## config.mk

```make
export PLATFORM = sky130hd
export DESIGN_NAME = cache_arbiter_flat
export DESIGN_NICKNAME = d
export VERILOG_FILES = /design/src/rtl/rv32i_types.sv /design/src/rtl/cache_arbiter_if.sv /design/src/rtl/rr_pick2.sv /design/src/rtl/cache_arbiter.sv /design/src/flat_wrapper.sv
export SDC_FILE = /design/constraint.sdc
export NUM_CORES = 1
export LEC_CHECK = 0
export ABC_AREA = 1
export CAP_MARGIN = 15
export CORE_AREA = 10 10 531 533
export DETAILED_ROUTE_END_ITERATION = 16
export DIE_AREA = 0 0 541 543
export PLACE_DENSITY_LB_ADDON = 0.3
export SLEW_MARGIN = 20
export SYNTH_ARGS = -nofsm -noshare
export SYNTH_HDL_FRONTEND = slang
export SYNTH_HIERARCHICAL = 1
export SYNTH_SLANG_ARGS = --single-unit
export TNS_END_PERCENT = 5
```

## constraint.sdc

```tcl
create_clock -name clk -period 10.8 [get_ports clk]
set_input_delay 3.24 -clock clk [delete_from_list [all_inputs] [get_ports clk]]
set_output_delay 3.24 -clock clk [all_outputs]
set_load 0.05 [all_outputs]
```

## src/rtl/rv32i_types.sv

```systemverilog
// Shared types for the cache-to-memory arbiter: FSM states, grant sides and line width.
package rv32i_types;

  localparam int unsigned LINE_WIDTH = 256;

  typedef enum logic [1:0] {
    IDLE,
    SERVE_I,
    SERVE_D,
    GAP
  } arb_state_t;

  typedef enum logic {
    GRANT_INST,
    GRANT_DATA
  } arb_grant_t;

endpackage

```

## src/rtl/cache_arbiter_if.sv

```systemverilog
// Bundle of icache, dcache and memory line-port signals around the arbiter.
interface cache_arbiter_if
  import rv32i_types::*;
#(
  parameter int unsigned ADDR_W = 32,
  parameter int unsigned LINE_W = LINE_WIDTH
);
  logic              i_read;
  logic [ADDR_W-1:0] i_addr;
  logic [LINE_W-1:0] i_rdata;
  logic              i_resp;
  logic              d_read;
  logic              d_write;
  logic [ADDR_W-1:0] d_addr;
  logic [LINE_W-1:0] d_wdata;
  logic [LINE_W-1:0] d_rdata;
  logic              d_resp;
  logic              mem_read;
  logic              mem_write;
  logic [ADDR_W-1:0] mem_addr;
  logic [LINE_W-1:0] mem_wdata;
  logic [LINE_W-1:0] mem_rdata;
  logic              mem_resp;

  // Arbiter view.
  modport slave (
    input  i_read, i_addr, d_read, d_write, d_addr, d_wdata, mem_rdata, mem_resp,
    output i_rdata, i_resp, d_rdata, d_resp, mem_read, mem_write, mem_addr, mem_wdata
  );

  // Caches plus memory view.
  modport master (
    output i_read, i_addr, d_read, d_write, d_addr, d_wdata, mem_rdata, mem_resp,
    input  i_rdata, i_resp, d_rdata, d_resp, mem_read, mem_write, mem_addr, mem_wdata
  );
endinterface

```

## src/rtl/rr_pick2.sv

```systemverilog
// Combinational two-way round-robin picker; on a tie the side not granted last wins.
module rr_pick2
  import rv32i_types::*;
(
  input  logic [1:0] req,   // [0] = instruction side, [1] = data side
  input  arb_grant_t last,
  output arb_grant_t grant
);
  always_comb begin
    grant = GRANT_INST;
    case (req)
      2'b01:   grant = GRANT_INST;
      2'b10:   grant = GRANT_DATA;
      2'b11:   grant = (last == GRANT_DATA) ? GRANT_INST : GRANT_DATA;
      default: grant = GRANT_INST;
    endcase
  end
endmodule

```

## src/rtl/cache_arbiter.sv

```systemverilog
// Shares one memory line port between icache and dcache, one latched burst at a time,
// round-robin on ties, with a one-cycle gap after each transaction.
module cache_arbiter
  import rv32i_types::*;
#(
  parameter int unsigned ADDR_W = 32,
  parameter int unsigned LINE_W = LINE_WIDTH
) (
  input logic            clk,
  input logic            rst,
  cache_arbiter_if.slave bus
);
  arb_state_t        state_q, state_d;
  arb_grant_t        last_q, last_d;
  arb_grant_t        pick;
  logic [ADDR_W-1:0] addr_q, addr_d;
  logic [LINE_W-1:0] wdata_q, wdata_d;
  logic              wr_q, wr_d;
  logic              i_pend, d_pend;

  assign i_pend = bus.i_read;
  assign d_pend = bus.d_read | bus.d_write;

  rr_pick2 u_pick (
    .req   ({d_pend, i_pend}),
    .last  (last_q),
    .grant (pick)
  );

  always_comb begin
    state_d = state_q;
    last_d  = last_q;
    addr_d  = addr_q;
    wdata_d = wdata_q;
    wr_d    = wr_q;
    unique case (state_q)
      IDLE: begin
        if (i_pend || d_pend) begin
          last_d = pick;
          if (pick == GRANT_INST) begin
            state_d = SERVE_I;
            addr_d  = bus.i_addr;
            wr_d    = 1'b0;
          end else begin
            state_d = SERVE_D;
            addr_d  = bus.d_addr;
            wdata_d = bus.d_wdata;
            wr_d    = bus.d_write;  // write wins over a simultaneous read
          end
        end
      end
      SERVE_I: if (bus.mem_resp) state_d = GAP;
      SERVE_D: if (bus.mem_resp) state_d = GAP;
      GAP:     state_d = IDLE;
      default: state_d = IDLE;
    endcase
  end

  always_ff @(posedge clk or posedge rst) begin
    if (rst) begin
      state_q <= IDLE;
      last_q  <= GRANT_DATA;
      addr_q  <= '0;
      wdata_q <= '0;
      wr_q    <= 1'b0;
    end else begin
      state_q <= state_d;
      last_q  <= last_d;
      addr_q  <= addr_d;
      wdata_q <= wdata_d;
      wr_q    <= wr_d;
    end
  end

  // Outputs decode from state_q only, so an async reset drops them at once.
  assign bus.mem_read  = (state_q == SERVE_I) || ((state_q == SERVE_D) && !wr_q);
  assign bus.mem_write = (state_q == SERVE_D) && wr_q;
  assign bus.mem_addr  = addr_q;
  assign bus.mem_wdata = wdata_q;
  assign bus.i_rdata   = bus.mem_rdata;
  assign bus.d_rdata   = bus.mem_rdata;
  assign bus.i_resp    = (state_q == SERVE_I) && bus.mem_resp;
  assign bus.d_resp    = (state_q == SERVE_D) && bus.mem_resp;

  a_no_rd_wr: assert property (@(posedge clk) disable iff (rst) !(bus.d_read && bus.d_write));
endmodule

```

## src/flat_wrapper.sv

```systemverilog
// flat-port wrapper written by rule: the top's interface ports become plain ports
module cache_arbiter_flat import rv32i_types::*;
#(
  parameter int unsigned ADDR_W = 32,
  parameter int unsigned LINE_W = LINE_WIDTH
)
  (clk, rst, bus_i_read, bus_i_addr, bus_d_read, bus_d_write, bus_d_addr, bus_d_wdata, bus_mem_rdata, bus_mem_resp, bus_i_rdata, bus_i_resp, bus_d_rdata, bus_d_resp, bus_mem_read, bus_mem_write, bus_mem_addr, bus_mem_wdata);
  cache_arbiter_if #(.ADDR_W(ADDR_W), .LINE_W(LINE_W)) bus_i ();
  input logic clk;
  input logic rst;
  input wire logic [$bits(bus_i.i_read)-1:0] bus_i_read;
  input wire logic [$bits(bus_i.i_addr)-1:0] bus_i_addr;
  input wire logic [$bits(bus_i.d_read)-1:0] bus_d_read;
  input wire logic [$bits(bus_i.d_write)-1:0] bus_d_write;
  input wire logic [$bits(bus_i.d_addr)-1:0] bus_d_addr;
  input wire logic [$bits(bus_i.d_wdata)-1:0] bus_d_wdata;
  input wire logic [$bits(bus_i.mem_rdata)-1:0] bus_mem_rdata;
  input wire logic [$bits(bus_i.mem_resp)-1:0] bus_mem_resp;
  output wire logic [$bits(bus_i.i_rdata)-1:0] bus_i_rdata;
  output wire logic [$bits(bus_i.i_resp)-1:0] bus_i_resp;
  output wire logic [$bits(bus_i.d_rdata)-1:0] bus_d_rdata;
  output wire logic [$bits(bus_i.d_resp)-1:0] bus_d_resp;
  output wire logic [$bits(bus_i.mem_read)-1:0] bus_mem_read;
  output wire logic [$bits(bus_i.mem_write)-1:0] bus_mem_write;
  output wire logic [$bits(bus_i.mem_addr)-1:0] bus_mem_addr;
  output wire logic [$bits(bus_i.mem_wdata)-1:0] bus_mem_wdata;
  assign bus_i.i_read = bus_i_read;
  assign bus_i.i_addr = bus_i_addr;
  assign bus_i.d_read = bus_d_read;
  assign bus_i.d_write = bus_d_write;
  assign bus_i.d_addr = bus_d_addr;
  assign bus_i.d_wdata = bus_d_wdata;
  assign bus_i.mem_rdata = bus_mem_rdata;
  assign bus_i.mem_resp = bus_mem_resp;
  assign bus_i_rdata = bus_i.i_rdata;
  assign bus_i_resp = bus_i.i_resp;
  assign bus_d_rdata = bus_i.d_rdata;
  assign bus_d_resp = bus_i.d_resp;
  assign bus_mem_read = bus_i.mem_read;
  assign bus_mem_write = bus_i.mem_write;
  assign bus_mem_addr = bus_i.mem_addr;
  assign bus_mem_wdata = bus_i.mem_wdata;
  cache_arbiter #(.ADDR_W(ADDR_W), .LINE_W(LINE_W)) u_core (.clk(clk), .rst(rst), .bus(bus_i));
endmodule
```

==> reports/results.txt, run 1 <==
WL/cell: 28.4 um
LEAKAGE: 9.77 nW
most frequent cells in the layout: nand2_1 (690), clkdlybuf4s50_1 (613), dfrtp_1 (291)
CP Max Fanout: 3
core box area: 271000 um2
Cell Area, Placed: 22700 um2
Min-Delay Endpoint: u_core/bus.mem_wdata[120]$_DFFE_PP0P_
Die Ht: 543 um
CTS tree: yes
die area: 294000 um2
yosys synthesis warning count: 6
setup TNS: 0 ns
Crit path top cell by count: clkdlybuf4s50_1
sequential cell area fraction in the yosys report: 44.5%
Initial DRT Pass Iterations: 5
syn_nets: 2526
critical path class: in -> out
Post-Syn Instances: 1940
DRC Markers: 0
crit-path cells: clkdlybuf4s50_1 > nand2_1 > inv_1 > clkdlybuf4s50_1
RSZ-0062 raised after global routing: no
WP buf/inv: 3
postcts setup bufs: 0
Root Driver: clkbuf_16
global-route wire length before repair: 193000 um
post-synth top area share: 44.3%
Worst Path Arrival: 5.08 ns
grt total ovfl: 0
Worst Tran Pin Value: 1.19 ns
clock buffer depth: 3
Hold Path Origin: u_core/bus.mem_wdata[120]$_DFFE_PP0P_
count of cell types in the netlist: 17
Finished Cell Area: 24300 um2
H-tree depth: 2
reg2reg start: u_core/state_q[0]$_DFFE_PP0P_
start point of the critical path: bus_mem_resp
worst-case reg-to-reg path depth: 7
Worst Setup End Kind: primary output
layout overhead on the synthesized area: 47.9%
max frequency: 120 MHz
Final min period: 8.32 ns
Num CTS Buffers: 47
Filler Cell Count: 31448
multi-input logic area: 4510 um2
slowest CP cell: clkdlybuf4s50_1
final setup vio count: 0
ranking of synthesized cells by area: dfrtp_1 (44%), buf_4 (24%), nand2_1 (16%)
DP HPWL: 135000 um
Worst path max stage delay: 0.91 ns
status: completed
CTS sink cnt: 292
routability cong.: 0.750
detailed router's first-iteration violation count: 807
Hold-fix buffers, CTS: 0
Rel. slew slack: 21.0%
Max Cap Violations: 0
CTS resizes: 0
CTS clock-pin slew for the worst setup and hold paths: 0.05 ns
Worst-Skew Late Latency: 0.69 ns
# port buffers: 617
Yosys reg bits: 292
vias in the first global route: 14559
Final Power: 8.69 mW
ANT nets after route: 0
Vias/cell: 2.50
Hold WC Path Type: reg -> reg
Startpoint Class: input port
initial antenna violation count: 89
layout cell share with drive strength beyond 1: 5.31%
Cell Count, Final, Fillers Out: 5594
# placed instances: 5503
Register Area: 7310 um2
P per Cell Area: 357 nW/um2
Layout Skew: 0.0505 ns
hold path cells: 2
r2r endpoint: u_core/bus.mem_wdata[67]$_DFFE_PP0P_
Post-Syn Area: 16400 um2
largest area contributor in the netlist: dfrtp_1
Final Hold Fails: 0
Top delay family on crit path: buffers and inverters
WHS: 0.468 ns
# IOs: 1386
Slew Viols, Final: 0
Post-Syn Area per Cell: 8.47 um2
Total Routed Length: 159000 um
fin nets: 2568
final worst-path cycle share: 77.0%
reg2reg setup slack: 7.01 ns
Starting Density: 6.08%
num rows: 191
commonest non-fill, non-tap cell in the layout: nand2_1
Max VDD drop: 0.000138 V
largest net degree at the start of global routing: 159
GRT Overall Usage: 10.3%
total number of vias: 13965
Die Span X: 541 um
Critical Path RT: 7.56 ns
==> routing by layer <==
layer / wire length, um / global-route usage (%) / share of wire (%) / up-vias
li1: - / - / - / 5928
met1: 49200 / 9.24 / 31 / 6392
met2: 67500 / 15.7 / 43 / 1136
met3: 31700 / 9.36 / 20 / 493
met4: 10200 / 5.21 / 6.4 / 16
met5: 108 / 0.0162 / 0.068 / -
==> how the worst max path moves through the flow <==
stage | cells after the start | endpoint
3_3_place_gp | 4 | bus_i_resp
3_5_place_dp | 4 | bus_i_resp
5_1_grt | 4 | bus_i_resp
4_1_cts | 4 | bus_i_resp
6_report | 4 | bus_i_resp
2_1_floorplan | 1 | u_core/bus.mem_addr[0]$_DFFE_PP0P_
==> power by group <==
| part | total, mW | internal (mW) | leakage [nW] | switching, mW |
|---|---|---|---|---|
| registers | 1.92 | 1.62 | 3.63 | 0.296 |
| logic | 5.14 | 1.30 | 5.36 | 3.84 |
| clock network | 1.63 | 0.966 | 0.776 | 0.663 |
| total | 8.69 | 3.89 | 9.77 | 4.80 |
==> state kept, by name, indices dropped and copies added (netlist names) <==
register	flops
u_core/wr_q	1
u_core/bus.mem_addr	32
u_core/state_q	2
u_core/bus.mem_wdata	256
u_core/last_q	1
==> worst min-delay path, delay by kind of cell, from the launching register on <==
family / cells / cell delay, ns
flip-flops: 1 / 0.34
AND/OR/NAND/NOR: 2 / 0.11
==> area by class of cell <==
class	count	area share [%]
clock inverters	19	0.947
well taps	3570	18.4
repair buffers	636	26.2
diodes	9	0.0927
flip-flops and latches	292	30.1
clock buffers	63	5.54
multi-input cells	992	18.5
inverters	13	0.216
==> through the flow <==
stage / utilization [%] / worst slack [ns]
global route: 8.98 / 2.47
floorplan: - / 3.69
CTS: 8.98 / 2.45
global placement: 8.39 / 2.41
finish: 8.99 / 2.48
detailed placement: 8.39 / 2.46
==> cells in the mapped netlist <==
| master | instances |
|---|---|
| clkbuf_1 | 28 |
| ha_1 | 4 |
| o21bai_1 | 1 |
| nand4_1 | 256 |
| nand2_1 | 690 |
| dfrtp_1 | 291 |
| nand3_2 | 1 |
| a21oi_2 | 1 |
| dfstp_2 | 1 |
| nand2_2 | 2 |
| buf_1 | 20 |
| buf_2 | 52 |
| nor2_2 | 1 |
| buf_6 | 25 |
| nand3_1 | 36 |
| inv_1 | 13 |
| buf_4 | 518 |
==> cell families (layout without fill, tap and decap cells) <==
family / count (synthesis) / after routing / synth area share, %
simple gates: 986 / 986 / 26.8
fa+ha+maj: 4 / 4 / 0.305
other cells: 0 / 9 / 0
flops: 292 / 292 / 44.5
compound gates: 2 / 2 / 0.0990
buf+inv: 656 / 731 / 28.4
Note: power is estimated with default switching activity, not from simulation.
==> run 2, diff against run 1 <==
--- a/config.mk
+++ b/config.mk
@@ -7,9 +7,9 @@
 export LEC_CHECK = 0
 export ABC_AREA = 1
 export CAP_MARGIN = 15
-export CORE_AREA = 10 10 531 533
+export CORE_AREA = 10 10 537 539
 export DETAILED_ROUTE_END_ITERATION = 16
-export DIE_AREA = 0 0 541 543
+export DIE_AREA = 0 0 547 549
 export PLACE_DENSITY_LB_ADDON = 0.3
 export SLEW_MARGIN = 20
 export SYNTH_ARGS = -nofsm -noshare
==> constraint.sdc (replaced) <==
create_clock -name clk -period 7.9 [get_ports clk]
set_input_delay 2.37 -clock clk [delete_from_list [all_inputs] [get_ports clk]]
set_output_delay 2.37 -clock clk [all_outputs]
set_load 0.05 [all_outputs]
==> reports/results.txt, run 2 (synthesis results as in run 1) <==
grt total ovfl: 0 (unchanged)
most frequent cells in the layout: nand2_1 (690), clkdlybuf4s50_1 (617), dfrtp_1 (291)
Initial DRT Pass Iterations: 7 (+2)
Root Driver: clkbuf_16
slowest CP cell: clkdlybuf4s50_1
Worst path max stage delay: 0.82 ns (-0.09 ns)
Hold WC Path Type: reg -> reg
CTS sink cnt: 292 (unchanged)
detailed router's first-iteration violation count: 844 (+4.6%)
initial antenna violation count: 92 (+3.4%)
P per Cell Area: 479 nW/um2 (+34%)
total number of vias: 14115 (+1.1%)
Crit path top cell by count: clkdlybuf4s50_1
Max Used Layer: met5
routability cong.: 0.792 (+5.6%)
Max Cap Violations: 0 (unchanged)
GRT Overall Usage: 9.43% (-0.84 points)
wire length on met3: 30900 um (-2.5%)
Worst Tran Pin Value: 1.21 ns (+0.0197 ns)
layout overhead on the synthesized area: 49.5%
WP buf/inv: 3 (unchanged)
Die Span X: 547 um (+1.1%)
postcts setup bufs: 0 (unchanged)
clock buffer depth: 3 (unchanged)
H-tree depth: 2 (unchanged)
Critical Path RT: 5.53 ns (-2.03 ns)
Num CTS Buffers: 47 (unchanged)
Worst Path Arrival: 3.98 ns (-1.10 ns)
met1 WL: 45400 um (-7.6%)
die area: 300000 um2 (+2.2%)
Filler Cell Count: 32332 (+2.8%)
RSZ-0062 raised after global routing: no
final worst-path cycle share: 80.4%
num rows: 194 (+1.6%)
Layout Skew: 0.0336 ns (-0.0169 ns)
Max VDD drop: 0.000263 V (+91%)
LEAKAGE: 9.79 nW (+0.21%)
Vias/cell: 2.46 (-1.6%)
multi-input logic area: 4510 um2 (+0.11%)
Total Routed Length: 149000 um (-6.0%)
Rel. slew slack: 19.7% (-1.3 points)
WHS: 0.465 ns (-0.00306 ns)
Starting Density: 5.91% (-0.16 points)
WL/cell: 26.0 um (-8.5%)
Slew Viols, Final: 0 (unchanged)
vias in the first global route: 14422 (-0.94%)
Final Hold Fails: 0 (unchanged)
critical path class: in -> out
final setup vio count: 0 (unchanged)
setup TNS: 0 ns (unchanged)
# port buffers: 617 (unchanged)
Die Ht: 549 um (+1.1%)
Worst-Skew Late Latency: 0.70 ns (about the same)
Register Area: 7310 um2 (unchanged)
layout cell share with drive strength beyond 1: 5.06% (-0.25 points)
fin nets: 2567 (-0.039%)
largest net degree at the start of global routing: 161 (+1.3%)
commonest non-fill, non-tap cell in the layout: nand2_1
CP Max Fanout: 3 (unchanged)
Hold-fix buffers, CTS: 0 (unchanged)
DR WL met2: 63500 um (-6.0%)
crit-path cells: clkdlybuf4s50_1 > nand2_1 > inv_1 > clkdlybuf4s50_1
CTS resizes: 0 (unchanged)
core box area: 278000 um2 (+2.7%)
global-route wire length before repair: 183000 um (-5.0%)
status: completed
Worst Setup End Kind: primary output
CTS clock-pin slew for the worst setup and hold paths: 0.05 ns (about the same)
ANT nets after route: 0 (unchanged)
max frequency: 158 MHz
Final min period: 6.35 ns
DP HPWL: 125000 um (-7.6%)
Startpoint Class: input port
max reg flops: 256 (unchanged)
Top delay family on crit path: buffers and inverters
DRC Markers: 0 (unchanged)
CTS tree: yes
# IOs: 1386 (unchanged)
Final Power: 11.8 mW (+35%)
run 2: where the power goes:
group          total, mW  switching (mW)  leakage, nW  internal [mW]
clock               2.22           0.927        0.772           1.30
sequential          2.63           0.404         3.63           2.22
combinational       6.92            5.11         5.39           1.81
total               11.8            6.44         9.79           5.32
run 2: path summary, 6_finish.rpt:
path,to,start,slack (ns),depth (start not counted)
max,bus_d_resp,bus_mem_resp,1.55,4
min,u_core/bus.mem_wdata[190]$_DFFE_PP0P_,u_core/bus.mem_wdata[190]$_DFFE_PP0P_,0.46,2
max reg2reg,u_core/bus.mem_wdata[78]$_DFFE_PP0P_,u_core/state_q[0]$_DFFE_PP0P_,4.55,6
min reg2reg,u_core/bus.mem_wdata[190]$_DFFE_PP0P_,u_core/bus.mem_wdata[190]$_DFFE_PP0P_,0.46,2
max in group asynchronous,u_core/bus.mem_wdata[6]$_DFFE_PP0P_,rst,4.61,3
min in group asynchronous,u_core/bus.mem_wdata[107]$_DFFE_PP0P_,rst,2.11,2
run 2: layer usage:
metal,up-vias,global-route usage (%)
li1,5903,-
met1,6514,8.30
met2,1180,14.4
met3,498,8.89
met4,20,4.77
met5,-,0.206
run 2: area by class of cell:
cell class / count / share of cell area [%]
inverters: 13 / 0.214
diodes: 9 / 0.0916
multi-input cells: 992 / 18.4
well taps: 3724 / 19.0
flip-flops and latches: 292 / 29.7
clock inverters: 21 / 1.05
clock buffers: 61 / 5.33
repair buffers: 635 / 26.3
run 2: per-stage QoR:
stage | cell area, um2 | instances | utilization (%) | setup WS [ns]
floorplan | 16400 | 1940 | - | 1.66
global placement | 22900 | 5654 | 8.25 | 1.55
detailed placement | 22900 | 5654 | 8.25 | 1.57
CTS | 24500 | 5736 | 8.81 | 1.57
global route | 24600 | 5739 | 8.83 | 1.54
finish | 24600 | 5747 | 8.84 | 1.55
run 2: worst min-delay path, delay by kind of cell (launching register included):
kind | cells | cell delay, ns
flip-flops | 1 | 0.34
AND/OR/NAND/NOR | 2 | 0.09
==> run 3, diff against run 2 <==
--- a/config.mk
+++ b/config.mk
@@ -7,9 +7,9 @@
 export LEC_CHECK = 0
 export ABC_AREA = 1
 export CAP_MARGIN = 15
-export CORE_AREA = 10 10 537 539
+export CORE_AREA = 10 10 531 533
 export DETAILED_ROUTE_END_ITERATION = 16
-export DIE_AREA = 0 0 547 549
+export DIE_AREA = 0 0 541 543
 export PLACE_DENSITY_LB_ADDON = 0.3
 export SLEW_MARGIN = 20
 export SYNTH_ARGS = -nofsm -noshare
==> constraint.sdc (replaced) <==
create_clock -name clk -period 5.3 [get_ports clk]
set_input_delay 1.59 -clock clk [delete_from_list [all_inputs] [get_ports clk]]
set_output_delay 1.59 -clock clk [all_outputs]
set_load 0.05 [all_outputs]
==> reports/results.txt, run 3 (synthesis results as in run 1) <==
status: completed
max frequency: 213 MHz
# IOs: 1386 (unchanged)
met2 GRT Util: 15.8% (+1.4 points)
most frequent cells in the layout: nand2_1 (690), clkdlybuf4s50_1 (612), dfrtp_1 (291)
Cell Count, Final, Fillers Out: 5598 (-2.6%)
largest net degree at the start of global routing: 174 (+8.1%)
core box area: 271000 um2 (-2.7%)
Worst Setup End Kind: primary output
num rows: 191 (-1.5%)
GRT Overall Usage: 10.2% (+0.82 points)
CTS resizes: 0 (unchanged)
Critical Path RT: 3.71 ns (-1.82 ns)
Root Driver: clkbuf_16
Starting Density: 6.08% (+0.16 points)
Filler Cell Count: 31381 (-2.9%)
Worst Tran Pin Value: 1.25 ns (+0.0474 ns)
Rel. slew slack: 16.5% (-3.2 points)
global-route wire length before repair: 192000 um (+4.9%)
Place WS: 0.599 ns (-0.967 ns)
RSZ-0062 raised after global routing: no
Die Span X: 541 um (-1.1%)
gr busiest metal: met2
LEAKAGE: 9.82 nW (+0.33%)
Top delay family on crit path: buffers and inverters
Max Cap Violations: 0 (unchanged)
Final min period: 4.69 ns
grt total ovfl: 0 (unchanged)
initial antenna violation count: 101 (+9.8%)
total number of vias: 14099 (-0.11%)
DP HPWL: 136000 um (+9.2%)
Layout Skew: 0.0321 ns (-0.00159 ns)
final setup vio count: 0 (unchanged)
WL/cell: 28.3 um (+9.1%)
grt met1 use: 9.44% (+1.1 points)
Slew Viols, Final: 0 (unchanged)
Num CTS Buffers: 46 (-2.1%)
WP buf/inv: 3 (unchanged)
# port buffers: 617 (unchanged)
Max VDD drop: 0.000409 V (+55%)
Startpoint Class: input port
Sequential Power Share: 22.2% (about the same)
CTS tree: yes
sw power: 9.78 mW (+52%)
CTS clock-pin slew for the worst setup and hold paths: 0.05 ns (about the same)
Hold-fix buffers, CTS: 0 (unchanged)
Vias/cell: 2.52 (+2.5%)
vias in the first global route: 14318 (-0.72%)
CP Max Fanout: 2 (-1)
fin nets: 2576 (+0.35%)
crit-path cells: clkdlybuf4s50_1 > nand2_1 > inv_1 > clkdlybuf4s50_1
final worst-path cycle share: 88.6%
Worst-Skew Late Latency: 0.66 ns (-0.04 ns)
sw frac: 55.4% (+0.60 points)
clock buffer depth: 3 (unchanged)
commonest non-fill, non-tap cell in the layout: nand2_1
Crit path top cell by count: clkdlybuf4s50_1
Initial DRT Pass Iterations: 5 (-2)
Logic pwr share: 59.8% (+1.0 points)
GRT met3 Usage: 8.92% (+0.031 points)
layout cell share with drive strength beyond 1: 5.59% (+0.52 points)
Worst path max stage delay: 0.82 ns (about the same)
worst setup margin: 0.606 ns (-0.945 ns)
critical path class: in -> out
Final Hold Fails: 0 (unchanged)
ANT nets after route: 0 (unchanged)
Clk pwr share: 18.0% (-0.9 points)
H-tree depth: 2 (unchanged)
P per Cell Area: 724 nW/um2 (+51%)
DRC Markers: 0 (unchanged)
postcts setup bufs: 0 (unchanged)
Total Routed Length: 159000 um (+6.3%)
max reg flops: 256 (unchanged)
Die Ht: 543 um (-1.1%)
die area: 294000 um2 (-2.2%)
# placed instances: 5512 (-2.5%)
Worst Path Arrival: 3.10 ns (-0.88 ns)
layout overhead on the synthesized area: 48.5%
routability cong.: 0.774 (-2.2%)
detailed router's first-iteration violation count: 808 (-4.3%)
P_int: 7.89 mW (+48%)
CTS sink cnt: 292 (unchanged)
Hold WC Path Type: reg -> reg
slowest CP cell: clkdlybuf4s50_1
==> run 3: cell count changes in the layout (fill, tap and decap cells not counted), moves of 2 or more <==
cell	change
clkdlybuf4s50_1	-5
diode_2	-4
clkbuf_1	+3
buf_16	-2
clkbuf_8	-2
buf_4	+11
inv_6	+3
buf_12	+6
clkinv_2	-2
==> run 3: layout make-up <==
class	count	area (um2)	share of cell area, %
Timing Repair Buffer	645	6550	26.8
Sequential cell	292	7310	29.9
Inverter	13	52.6	0.215
Antenna cell	5	12.5	0.0513
Clock inverter	20	239	0.979
Clock buffer	61	1270	5.19
Tap cell	3570	4470	18.3
Multi-Input combinational cell	992	4510	18.5
==> run 3: per-stage QoR <==
| step | TNS (ns) | hold slack (ns) | util [%] | total power [mW] | instance area, um2 |
|---|---|---|---|---|---|
| global route | 0 | 0.481 | 9.02 | 18.8 | 24400 |
| CTS | 0 | 0.470 | 9.02 | 18.3 | 24400 |
| finish | 0 | 0.466 | 9.02 | 17.7 | 24400 |
| floorplan | -47.82 | 0.451 | - | 10.7 | 16400 |
| detailed placement | 0 | 0.458 | 8.46 | 14.9 | 22900 |
| global placement | 0 | 0.458 | 8.46 | 14.8 | 22900 |
==> run 3: power groups by stage <==
stage          clock, mW  sequential (mW)  combinational (mW)
2_1_floorplan          0             7.50                3.17
3_3_place_gp           0             3.92                10.9
3_5_place_dp           0             3.95                10.9
4_1_cts             3.39             3.93                10.9
5_1_grt             3.42             4.06                11.4
6_report            3.19             3.92                10.6
==> run 3: tightest hold or removal path: stages (launching register included) <==
cell and delay (ns):
dfrtp_1 0.34, nand2_1 0.05, nand2_1 0.04
==> run 3: path summary, 6_finish.rpt <==
check,endpoint,cells past startpoint,startpoint,slack (ns)
min,u_core/bus.mem_wdata[65]$_DFFE_PP0P_,2,u_core/bus.mem_wdata[65]$_DFFE_PP0P_,0.47
max,bus_d_resp,4,bus_mem_resp,0.61
max reg2reg,u_core/bus.mem_wdata[67]$_DFFE_PP0P_,6,u_core/state_q[1]$_DFFE_PP0P_,2.62
max in group asynchronous,u_core/bus.mem_wdata[31]$_DFFE_PP0P_,3,rst,2.86
min reg2reg,u_core/bus.mem_wdata[65]$_DFFE_PP0P_,2,u_core/bus.mem_wdata[65]$_DFFE_PP0P_,0.47
min in group asynchronous,u_core/bus.mem_wdata[99]$_DFFE_PP0P_,2,rst,1.41
==> run 3: metal layers <==
| metal | wire [um] | vias to the layer above |
|---|---|---|
| met5 | 186 | - |
| met2 | 68200 | 1168 |
| met1 | 49800 | 6486 |
| li1 | - | 5929 |
| met4 | 9890 | 18 |
| met3 | 30500 | 498 |
